File: src/rtl/hazard_ctrl_pkg.sv
// Shared pipeline definitions for the hazard unit:
// FSM states, forward-select codes and the load result code.
package hazard_ctrl_pkg;

    typedef enum logic [1:0] {
        RUN      = 2'b00,
        MEM_WAIT = 2'b01,
        FAULT    = 2'b10
    } hz_state_t;

    localparam logic [1:0] FWD_RF = 2'b00;
    localparam logic [1:0] FWD_W  = 2'b01;
    localparam logic [1:0] FWD_M  = 2'b10;

    localparam logic [1:0] RES_LOAD = 2'b01;

    function automatic logic reg_hit(
        input logic       we,
        input logic [4:0] rd,
        input logic [4:0] rs
    );
        return we && (rd == rs) && (rs != 5'd0);
    endfunction

endpackage

File: src/rtl/hazard_ctrl_if.sv
// Data-memory request/ready handshake seen by the M stage.
// master drives it (memory side); slave observes it (hazard unit).
interface hazard_ctrl_if;
    logic MemReqM;
    logic MemRdyM;

    modport master (
        output MemReqM,
        output MemRdyM
    );

    modport slave (
        input MemReqM,
        input MemRdyM
    );
endinterface

File: src/rtl/hazard_ctrl_fwd_sel.sv
// Operand forward select for one E-stage source register.
// The M-stage ALU result wins over the W-stage result.
module fwd_sel
    import hazard_ctrl_pkg::*;
(
    input  logic [4:0] RsE,
    input  logic [4:0] RdM,
    input  logic [4:0] RdW,
    input  logic       RegWriteM,
    input  logic       RegWriteW,
    output logic [1:0] Fwd
);

    logic hit_m;
    logic hit_w;

    assign hit_m = reg_hit(RegWriteM, RdM, RsE);
    assign hit_w = reg_hit(RegWriteW, RdW, RsE) && !hit_m;

    always_comb begin
        Fwd = FWD_RF;
        unique case (1'b1)
            hit_m:   Fwd = FWD_M;
            hit_w:   Fwd = FWD_W;
            default: Fwd = FWD_RF;
        endcase
    end

endmodule

File: src/rtl/hazard_ctrl.sv
// Pipeline hazard unit: forwarding, load-use stall, branch flush
// and a memory-wait FSM with timeout fault and stall-cycle counter.
module hazard_ctrl
    import hazard_ctrl_pkg::*;
#(
    parameter int MEM_TIMEOUT = 255
) (
    input  logic          CLK,
    input  logic          RST_N,
    input  logic [4:0]    Rs1D,
    input  logic [4:0]    Rs2D,
    input  logic [4:0]    Rs1E,
    input  logic [4:0]    Rs2E,
    input  logic [4:0]    RdE,
    input  logic [4:0]    RdM,
    input  logic [4:0]    RdW,
    input  logic          RegWriteM,
    input  logic          RegWriteW,
    input  logic [1:0]    ResultSrcE,
    input  logic          PCSrcE,
    hazard_ctrl_if.slave  mem,
    output logic          StallF,
    output logic          StallD,
    output logic          StallE,
    output logic          StallM,
    output logic          FlushD,
    output logic          FlushE,
    output logic          FlushW,
    output logic [1:0]    ForwardAE,
    output logic [1:0]    ForwardBE,
    output logic          MemErr,
    output logic [31:0]   StallCycles
);

    localparam logic [7:0] LAST_WAIT = 8'(MEM_TIMEOUT - 1);

    hz_state_t   state;
    logic [7:0]  wait_cnt;
    logic [31:0] stall_cnt;
    logic        lwStall;
    logic        memStall;
    logic        any_stall;

    fwd_sel u_fwd_a (
        .RsE       (Rs1E),
        .RdM       (RdM),
        .RdW       (RdW),
        .RegWriteM (RegWriteM),
        .RegWriteW (RegWriteW),
        .Fwd       (ForwardAE)
    );

    fwd_sel u_fwd_b (
        .RsE       (Rs2E),
        .RdM       (RdM),
        .RdW       (RdW),
        .RegWriteM (RegWriteM),
        .RegWriteW (RegWriteW),
        .Fwd       (ForwardBE)
    );

    assign lwStall = (ResultSrcE == RES_LOAD) && (RdE != 5'd0)
                   && ((RdE == Rs1D) || (RdE == Rs2D));

    // Gated by reset so the pipeline shows plain RUN behaviour while held.
    assign memStall = RST_N
                   && ((mem.MemReqM && !mem.MemRdyM) || (state == FAULT));

    always_comb begin
        StallF = lwStall;
        StallD = lwStall;
        StallE = 1'b0;
        StallM = 1'b0;
        FlushD = PCSrcE;
        FlushE = lwStall || PCSrcE;
        FlushW = 1'b0;
        if (memStall) begin
            StallF = 1'b1;
            StallD = 1'b1;
            StallE = 1'b1;
            StallM = 1'b1;
            FlushD = 1'b0;
            FlushE = 1'b0;
            FlushW = 1'b1;
        end
    end

    assign any_stall = StallF || StallD || StallE || StallM;

    always_ff @(posedge CLK or negedge RST_N) begin
        if (!RST_N) begin
            state    <= RUN;
            wait_cnt <= 8'd0;
            MemErr   <= 1'b0;
        end else begin
            unique case (state)
                RUN: begin
                    if (memStall) begin
                        state    <= MEM_WAIT;
                        wait_cnt <= 8'd0;
                    end
                end
                MEM_WAIT: begin
                    if (!memStall) begin
                        state    <= RUN;
                        wait_cnt <= 8'd0;
                    end else begin
                        if (wait_cnt != 8'hFF)
                            wait_cnt <= wait_cnt + 8'd1;
                        if (wait_cnt == LAST_WAIT) begin
                            state  <= FAULT;
                            MemErr <= 1'b1;
                        end
                    end
                end
                FAULT: begin
                    MemErr <= 1'b1;
                end
                default: begin
                    state    <= RUN;
                    wait_cnt <= 8'd0;
                end
            endcase
        end
    end

    always_ff @(posedge CLK or negedge RST_N) begin
        if (!RST_N)
            stall_cnt <= 32'd0;
        else if (any_stall)
            stall_cnt <= stall_cnt + 32'd1;
    end

    assign StallCycles = stall_cnt;

endmodule
File: src/flat_wrapper.sv
// flat-port wrapper written by rule: the top's interface ports become plain ports
module hazard_ctrl_flat import hazard_ctrl_pkg::*;
#(
    parameter int MEM_TIMEOUT = 255
)
  (CLK, RST_N, Rs1D, Rs2D, Rs1E, Rs2E, RdE, RdM, RdW, RegWriteM, RegWriteW, ResultSrcE, PCSrcE, StallF, StallD, StallE, StallM, FlushD, FlushE, FlushW, ForwardAE, ForwardBE, MemErr, StallCycles, mem_MemReqM, mem_MemRdyM);
  hazard_ctrl_if mem_i ();
  input  logic CLK;
  input  logic RST_N;
  input  logic [4:0] Rs1D;
  input  logic [4:0] Rs2D;
  input  logic [4:0] Rs1E;
  input  logic [4:0] Rs2E;
  input  logic [4:0] RdE;
  input  logic [4:0] RdM;
  input  logic [4:0] RdW;
  input  logic RegWriteM;
  input  logic RegWriteW;
  input  logic [1:0] ResultSrcE;
  input  logic PCSrcE;
  output logic StallF;
  output logic StallD;
  output logic StallE;
  output logic StallM;
  output logic FlushD;
  output logic FlushE;
  output logic FlushW;
  output logic [1:0] ForwardAE;
  output logic [1:0] ForwardBE;
  output logic MemErr;
  output logic [31:0] StallCycles;
  input wire logic [$bits(mem_i.MemReqM)-1:0] mem_MemReqM;
  input wire logic [$bits(mem_i.MemRdyM)-1:0] mem_MemRdyM;
  assign mem_i.MemReqM = mem_MemReqM;
  assign mem_i.MemRdyM = mem_MemRdyM;
  hazard_ctrl #(.MEM_TIMEOUT(MEM_TIMEOUT)) u_core (.CLK(CLK), .RST_N(RST_N), .Rs1D(Rs1D), .Rs2D(Rs2D), .Rs1E(Rs1E), .Rs2E(Rs2E), .RdE(RdE), .RdM(RdM), .RdW(RdW), .RegWriteM(RegWriteM), .RegWriteW(RegWriteW), .ResultSrcE(ResultSrcE), .PCSrcE(PCSrcE), .mem(mem_i), .StallF(StallF), .StallD(StallD), .StallE(StallE), .StallM(StallM), .FlushD(FlushD), .FlushE(FlushE), .FlushW(FlushW), .ForwardAE(ForwardAE), .ForwardBE(ForwardBE), .MemErr(MemErr), .StallCycles(StallCycles));
endmodule
File: config.mk
export PLATFORM = sky130hd
export DESIGN_NAME = hazard_ctrl_flat
export DESIGN_NICKNAME = d
export VERILOG_FILES = /design/src/rtl/hazard_ctrl_pkg.sv /design/src/rtl/hazard_ctrl_if.sv /design/src/rtl/hazard_ctrl_fwd_sel.sv /design/src/rtl/hazard_ctrl.sv /design/src/flat_wrapper.sv
export SDC_FILE = /design/constraint.sdc
export NUM_CORES = 1
export LEC_CHECK = 0
export CAP_MARGIN = 20
export CORE_ASPECT_RATIO = 2
export CORE_MARGIN = 1.5
export CORE_UTILIZATION = 50
export CTS_CLUSTER_DIAMETER = 60
export DETAILED_ROUTE_END_ITERATION = 12
export PLACE_DENSITY_LB_ADDON = 0.1
export REMOVE_ABC_BUFFERS = 1
export SETUP_SLACK_MARGIN = 0.4
export SYNTH_ARGS = -nofsm -noshare
export SYNTH_HDL_FRONTEND = slang
export SYNTH_SLANG_ARGS = --single-unit
File: constraint.sdc
create_clock -name CLK -period 4.1 [get_ports CLK]
set_clock_uncertainty 0.15 [all_clocks]
set_input_delay 0.615 -clock CLK [delete_from_list [all_inputs] [get_ports CLK]]
set_output_delay 0.615 -clock CLK [all_outputs]
set_load 0.02 [all_outputs]
==> out/metrics.cfg, run 1 <==
[power]
p_sw_w = 0.000566
switching_share = 0.350
p_leak_nw = 1.61
p_comb_frac = 0.353
peakVddDrop_v = 0.000287
clock_power_share = 0.320
p_per_area_nw_per_um2 = 381
design_power_total_w = 0.00162
seqPwrFrac = 0.328
intPower_w = 0.00105

[clock_tree]
cts.path.max_buffers = 2
cts_inserted_buffers = 5
tritoncts = built
clk_pin_slew_ps = 60
ctsHoldBuffers = 0
cts-root-buf = clkbuf_16
insertion_delay_ps = 290
htree_levels = 2
cts.sinks = 43

[route]
drt_iter0_drc = 138
drc = 0
vias_per_cell = 5.88
ant_nets = 0
wl_per_cell_microns = 16.2
vias = 3020
drt_first_pass_iters = 4
routed_wl_mm = 8.34

[timing]
setup_violations = 0
timing.hold.ws_ps = 231
worst_slew_pin_slew_ps = 826
drv_slew = 0
min_period_ps = 3580
finalSetupTns_ps = 0
fmax_mhz = 280
max_slew_margin = 0.448
fin_crit_sh = 0.873
rsz0062_at_grt = no
hold_violations = 0

[synthesis]
ys_types = 57
synth_edf_count = 0
synth-seq-cells = 43
ys_warn_count = 0
synthesis.area_sq_um = 3140
synth.avg_cell_area_sq_um = 9.04
synth_flop_cell = dfrtp_1
synthArstFlopShare = 1.00
ys_seq_area_frac = 0.343
syn_inst = 347

[floorplanning]
die_w_microns = 59.0
dieArea_sq_um = 6790
die_h_microns = 115
initial_core_util = 0.518
rows = 40
core-area_sq_um = 6060
ios = 88

[global_route]
grt_pass1_wl_mm = 13.6
grt_use_total = 0.259
grt_max_degree = 28
antenna_found_initial = 0
gr-total-overflow = 0
grt_pass1_vias = 3053

[cells_and_area]
num_antenna_cells = 0
nets = 479
area_growth_pct = 35.6
utilization = 0.703
drive_above_1_share = 0.0605

[place]
dp_hpwl_mm = 6.47
portBuffers = 87
gp_congestion = 0.817

[min_path]
hp-class = in -> async

[worst_setup_path]
cp.arrival_ps = 2810
worstSetupPathType = in -> out
start_kind = input port
cp_max_fo = 7
cp-end-kind = primary output
worstPathRequired_ps = 3340

[job]
max_cap_viol_count = 0

[outcome]
status = complete, no violations

[what timing repair did]
action / 4_1_cts / 5_1_grt
resized for setup: 0 / 1
buffers inserted: 0 / 0
setup endpoints to repair: 0 / 2
[layout by cell type (no fill, tap or decap), drive strengths merged, types with 6 or more instances in the layout]
master         count
clkdlybuf4s50     86
xnor2             46
dfrtp             43
nand2             21
nor3              17
nor2              16
o21ai             16
nor4              14
nand3             14
inv               13
a32oi             13
a21oi             12
nand4             10
o211ai             9
and2               8
buf                8
and3               7
xor2               6
ha                 6
or4                6
o311ai             6
clkbuf             6
[synth_stat cells, types with 2 or more instances]
cell / count / area share
a21o_1: 2 / 0.0048
a21oi_1: 12 / 0.019
a311o_1: 2 / 0.0064
a31oi_1: 2 / 0.0040
a32oi_1: 13 / 0.036
a41oi_1: 3 / 0.0084
and2_1: 7 / 0.014
and3_1: 7 / 0.014
and4_1: 4 / 0.011
buf_2: 6 / 0.0096
buf_4: 4 / 0.0096
clkbuf_1: 7 / 0.0084
dfrtp_1: 43 / 0.34
ha_1: 6 / 0.024
inv_1: 13 / 0.016
nand2_1: 21 / 0.025
nand2b_1: 4 / 0.0080
nand3_1: 12 / 0.019
nand3_2: 2 / 0.0064
nand4_1: 10 / 0.020
nor2_1: 16 / 0.019
nor2b_1: 3 / 0.0060
nor3_1: 15 / 0.024
nor4_1: 12 / 0.024
nor4_4: 2 / 0.014
o211ai_1: 9 / 0.022
o21a_1: 3 / 0.0072
o21ai_0: 14 / 0.022
o311ai_0: 5 / 0.014
o31ai_1: 4 / 0.0096
or3_1: 4 / 0.0080
or4_1: 5 / 0.012
xnor2_1: 46 / 0.13
xor2_1: 6 / 0.017
[layout make-up]
class / instances / area (sq um)
fillers: 498 / 1800
inverters: 13 / 48.8
repair buffers: 94 / 918
multi-input cells: 272 / 1920
clock inverters: 2 / 60.1
flip-flops and latches: 43 / 1080
well taps: 84 / 105
clock buffers: 6 / 129
[metrics by stage]
| stage | area (sq um) | setup slack (ps) | cells |
|---|---|---|---|
| final | 4260 | 522 | 514 |
| after floorplan | 3040 | 1040 | 328 |
| after global placement | 4070 | 487 | 506 |
| after CTS | 4260 | 455 | 514 |
| after global routing | 4260 | 424 | 514 |
| after detailed placement | 4070 | 488 | 506 |
[state kept, by name, indices dropped and copies added, names as in the netlist]
register            flops
u_core.state            2
u_core.MemErr           1
u_core.wait_cnt         8
u_core.StallCycles     32
[power by group through the flow]
stage / Sequential (W) / Clock, W / Combinational [W]
floorplan: 0.000568 / 0 / 0.000297
global route: 0.000541 / 0.000542 / 0.000622
finish: 0.000531 / 0.000518 / 0.000571
detailed placement: 0.000537 / 0 / 0.000569
global placement: 0.000532 / 0 / 0.000558
CTS: 0.000530 / 0.000525 / 0.000573
[worst max-delay path: stages]
cell and delay [ps]:
clkdlybuf4s50_1 610, xnor2_1 150, nand3_1 120, o22a_1 220
buf_4 170, nor2_1 190, o21a_1 140, clkdlybuf4s50_1 590
[final timing paths]
kind | from | end | slack, ps | cells after the start
worst min register to register | u_core.StallCycles[31] | u_core.StallCycles[31] | 320 | 1
worst min-delay path | RST_N | u_core.StallCycles[6] | 230 | 2
min in group CLK | u_core.StallCycles[31] | u_core.StallCycles[31] | 320 | 1
worst max register to register | u_core.StallCycles[4] | u_core.StallCycles[23] | 1570 | 5
max in group asynchronous | RST_N | u_core.wait_cnt[2] | 2930 | 3
worst max-delay path | RdE[1] | FlushE | 520 | 8
[per-layer routing]
metal	routed length [microns]	up-vias	global-route usage	part of all wire
li1	-	1469	-	-
met1	2940	1451	0.255	0.35
met2	4850	87	0.500	0.58
met3	328	13	0.0472	0.039
met4	216	0	0.111	0.026
met5	0	-	0	0
[cells by family (layout without fill, tap and decap cells)]
logic type | Yosys count | in the layout | share of synthesized area
xor+xnor | 52 | 52 | 0.145
mux | 1 | 1 | 0.00359
fa+ha+maj | 6 | 6 | 0.0239
flops | 43 | 43 | 0.343
compound gates | 82 | 82 | 0.191
simple gates | 131 | 131 | 0.245
buf+inv | 32 | 115 | 0.0478
Power figures use the tool's default switching activity.
==> run 2, diff against run 1 <==
--- a/config.mk
+++ b/config.mk
@@ -6,9 +6,11 @@
 export NUM_CORES = 1
 export LEC_CHECK = 0
 export CAP_MARGIN = 20
+export CELL_PAD_IN_SITES_DETAIL_PLACEMENT = 0
+export CELL_PAD_IN_SITES_GLOBAL_PLACEMENT = 1
 export CORE_ASPECT_RATIO = 2
 export CORE_MARGIN = 1.5
-export CORE_UTILIZATION = 50
+export CORE_UTILIZATION = 39
 export CTS_CLUSTER_DIAMETER = 60
 export DETAILED_ROUTE_END_ITERATION = 12
 export PLACE_DENSITY_LB_ADDON = 0.1
==> out/metrics.cfg, run 2 (synthesized netlist as in run 1, its figures left out) <==
[power]
p_sw_w = 0.000568
p_per_area_nw_per_um2 = 355
p_comb_frac = 0.380
seqPwrFrac = 0.355
switching_share = 0.378
intPower_w = 0.000934
peakVddDrop_v = 0.000221
clock_power_share = 0.265
p_leak_nw = 1.60
design_power_total_w = 0.00150

[floorplanning]
ios = 88
die_h_microns = 130
die_w_microns = 66.4
rows = 46
core-area_sq_um = 7890
initial_core_util = 0.398
dieArea_sq_um = 8630

[route]
routed_wl_mm = 8.38
wl_per_cell_microns = 15.9
vias_per_cell = 5.72
drc = 0
ant_nets = 0
drt_iter0_drc = 86
drt_first_pass_iters = 4
vias = 3009

[timing]
worst_slew_pin_slew_ps = 560
finalSetupTns_ps = 0
min_period_ps = 3570
rsz0062_at_grt = no
fmax_mhz = 280
max_slew_margin = 0.620
drv_slew = 0
hold_violations = 0
fin_crit_sh = 0.871
setup_violations = 0

[cells_and_area]
area_growth_pct = 34.6
layout_common_cells = clkdlybuf4s50_1, xnor2_1, dfrtp_1, nand2_1, nor2_1
nets = 479
largest_reg_flops = 32
layout_commonest_cell = clkdlybuf4s50_1
num_antenna_cells = 0
drive_above_1_share = 0.0605

[clock_tree]
htree_levels = 2
cts.sinks = 43
clk_pin_slew_ps = 60
cts.path.max_buffers = 2
cts-root-buf = clkbuf_16
cts_inserted_buffers = 5
tritoncts = built
insertion_delay_ps = 290
cts_setup_buffers = 0

[global_route]
grt_use_total = 0.207
grt_pass1_wl_mm = 13.9
grt_pass1_vias = 2951
gr-total-overflow = 0
grt_max_degree = 41
antenna_found_initial = 0

[job]
max_cap_viol_count = 0

[worst_setup_path]
cp.arrival_ps = 2810
r2r_start = u_core.StallCycles[0]
cp_max_fo = 3
r2r_cells = 6
start_kind = input port
worstPathRequired_ps = 3340
worstSetupPathType = in -> out
regToRegEndpoint = u_core.StallCycles[20]
r2r_slack_ps = 1830
cp-end-kind = primary output

[place]
gp_congestion = 0.779
portBuffers = 87
dp_hpwl_mm = 6.52

[min_path]
hp-class = in -> async

[outcome]
status = complete, no violations

[run 2: cell types whose count changed in the layout (fill, tap and decap cells not counted), sizes merged]
cell / change
bufinv: -2
clkdlybuf4s50: -1
clkinv: +1
clkinvlp: +1
dlymetal6s2s: +1
[run 2: timing repair]
action                     in CTS  in global routing
hold buffers                    0                  0
resized for setup               0                  2
setup endpoints to repair       0                  3
[run 2: how the worst max path moves through the flow]
stage                            from                     to  slack [ps]
after floorplan           mem_MemReqM  u_core.StallCycles[1]        1040
after global placement         RdE[1]                 StallD         480
after detailed placement       RdE[1]                 StallD         440
after CTS                      RdE[1]                 StallD         420
after global routing          Rs1E[2]           ForwardAE[0]         410
final                         Rs2E[1]           ForwardBE[0]         530
[run 2: stage by stage]
stage               hold WS [ps]  cell area (sq um)  utilization  setup WS [ps]  cells
floorplan                    169               3040            -           1040    328
global placement             299               4080        0.518            481    518
detailed placement           303               4080        0.518            443    518
CTS                         5.79               4220        0.536            419    526
global route                20.6               4230        0.536            409    526
finish                      15.7               4230        0.536            527    526
[run 2: per-layer routing]
metal	track usage	part of all wire
met4	0.0876	0.031
met1	0.213	0.36
met3	0.0362	0.042
met2	0.395	0.56
met5	0	0
[run 2: worst max-delay path: stages]
cell,delay (ps)
clkdlybuf4s50_1,480
or4_1,550
nor2_1,140
nor4_1,90
nor4_1,280
clkdlybuf4s50_1,650
[run 2: power groups by stage]
stage	Sequential, W	Clock, W	Combinational, W
final	0.000533	0.000398	0.000571
after detailed placement	0.000542	0	0.000575
after global placement	0.000541	0	0.000569
after CTS	0.000535	0.000410	0.000577
after floorplan	0.000568	0	0.000297
after global routing	0.000545	0.000425	0.000625
[run 2: cell type report]
class | instances | area [sq um]
sequential | 43 | 1080
clock inverter | 2 | 12.5
timing repair buffer | 94 | 921
clock buffer | 6 | 129
multi-input combinational | 272 | 1920
fill | 755 | 3660
inverter | 13 | 48.8
tap | 96 | 120
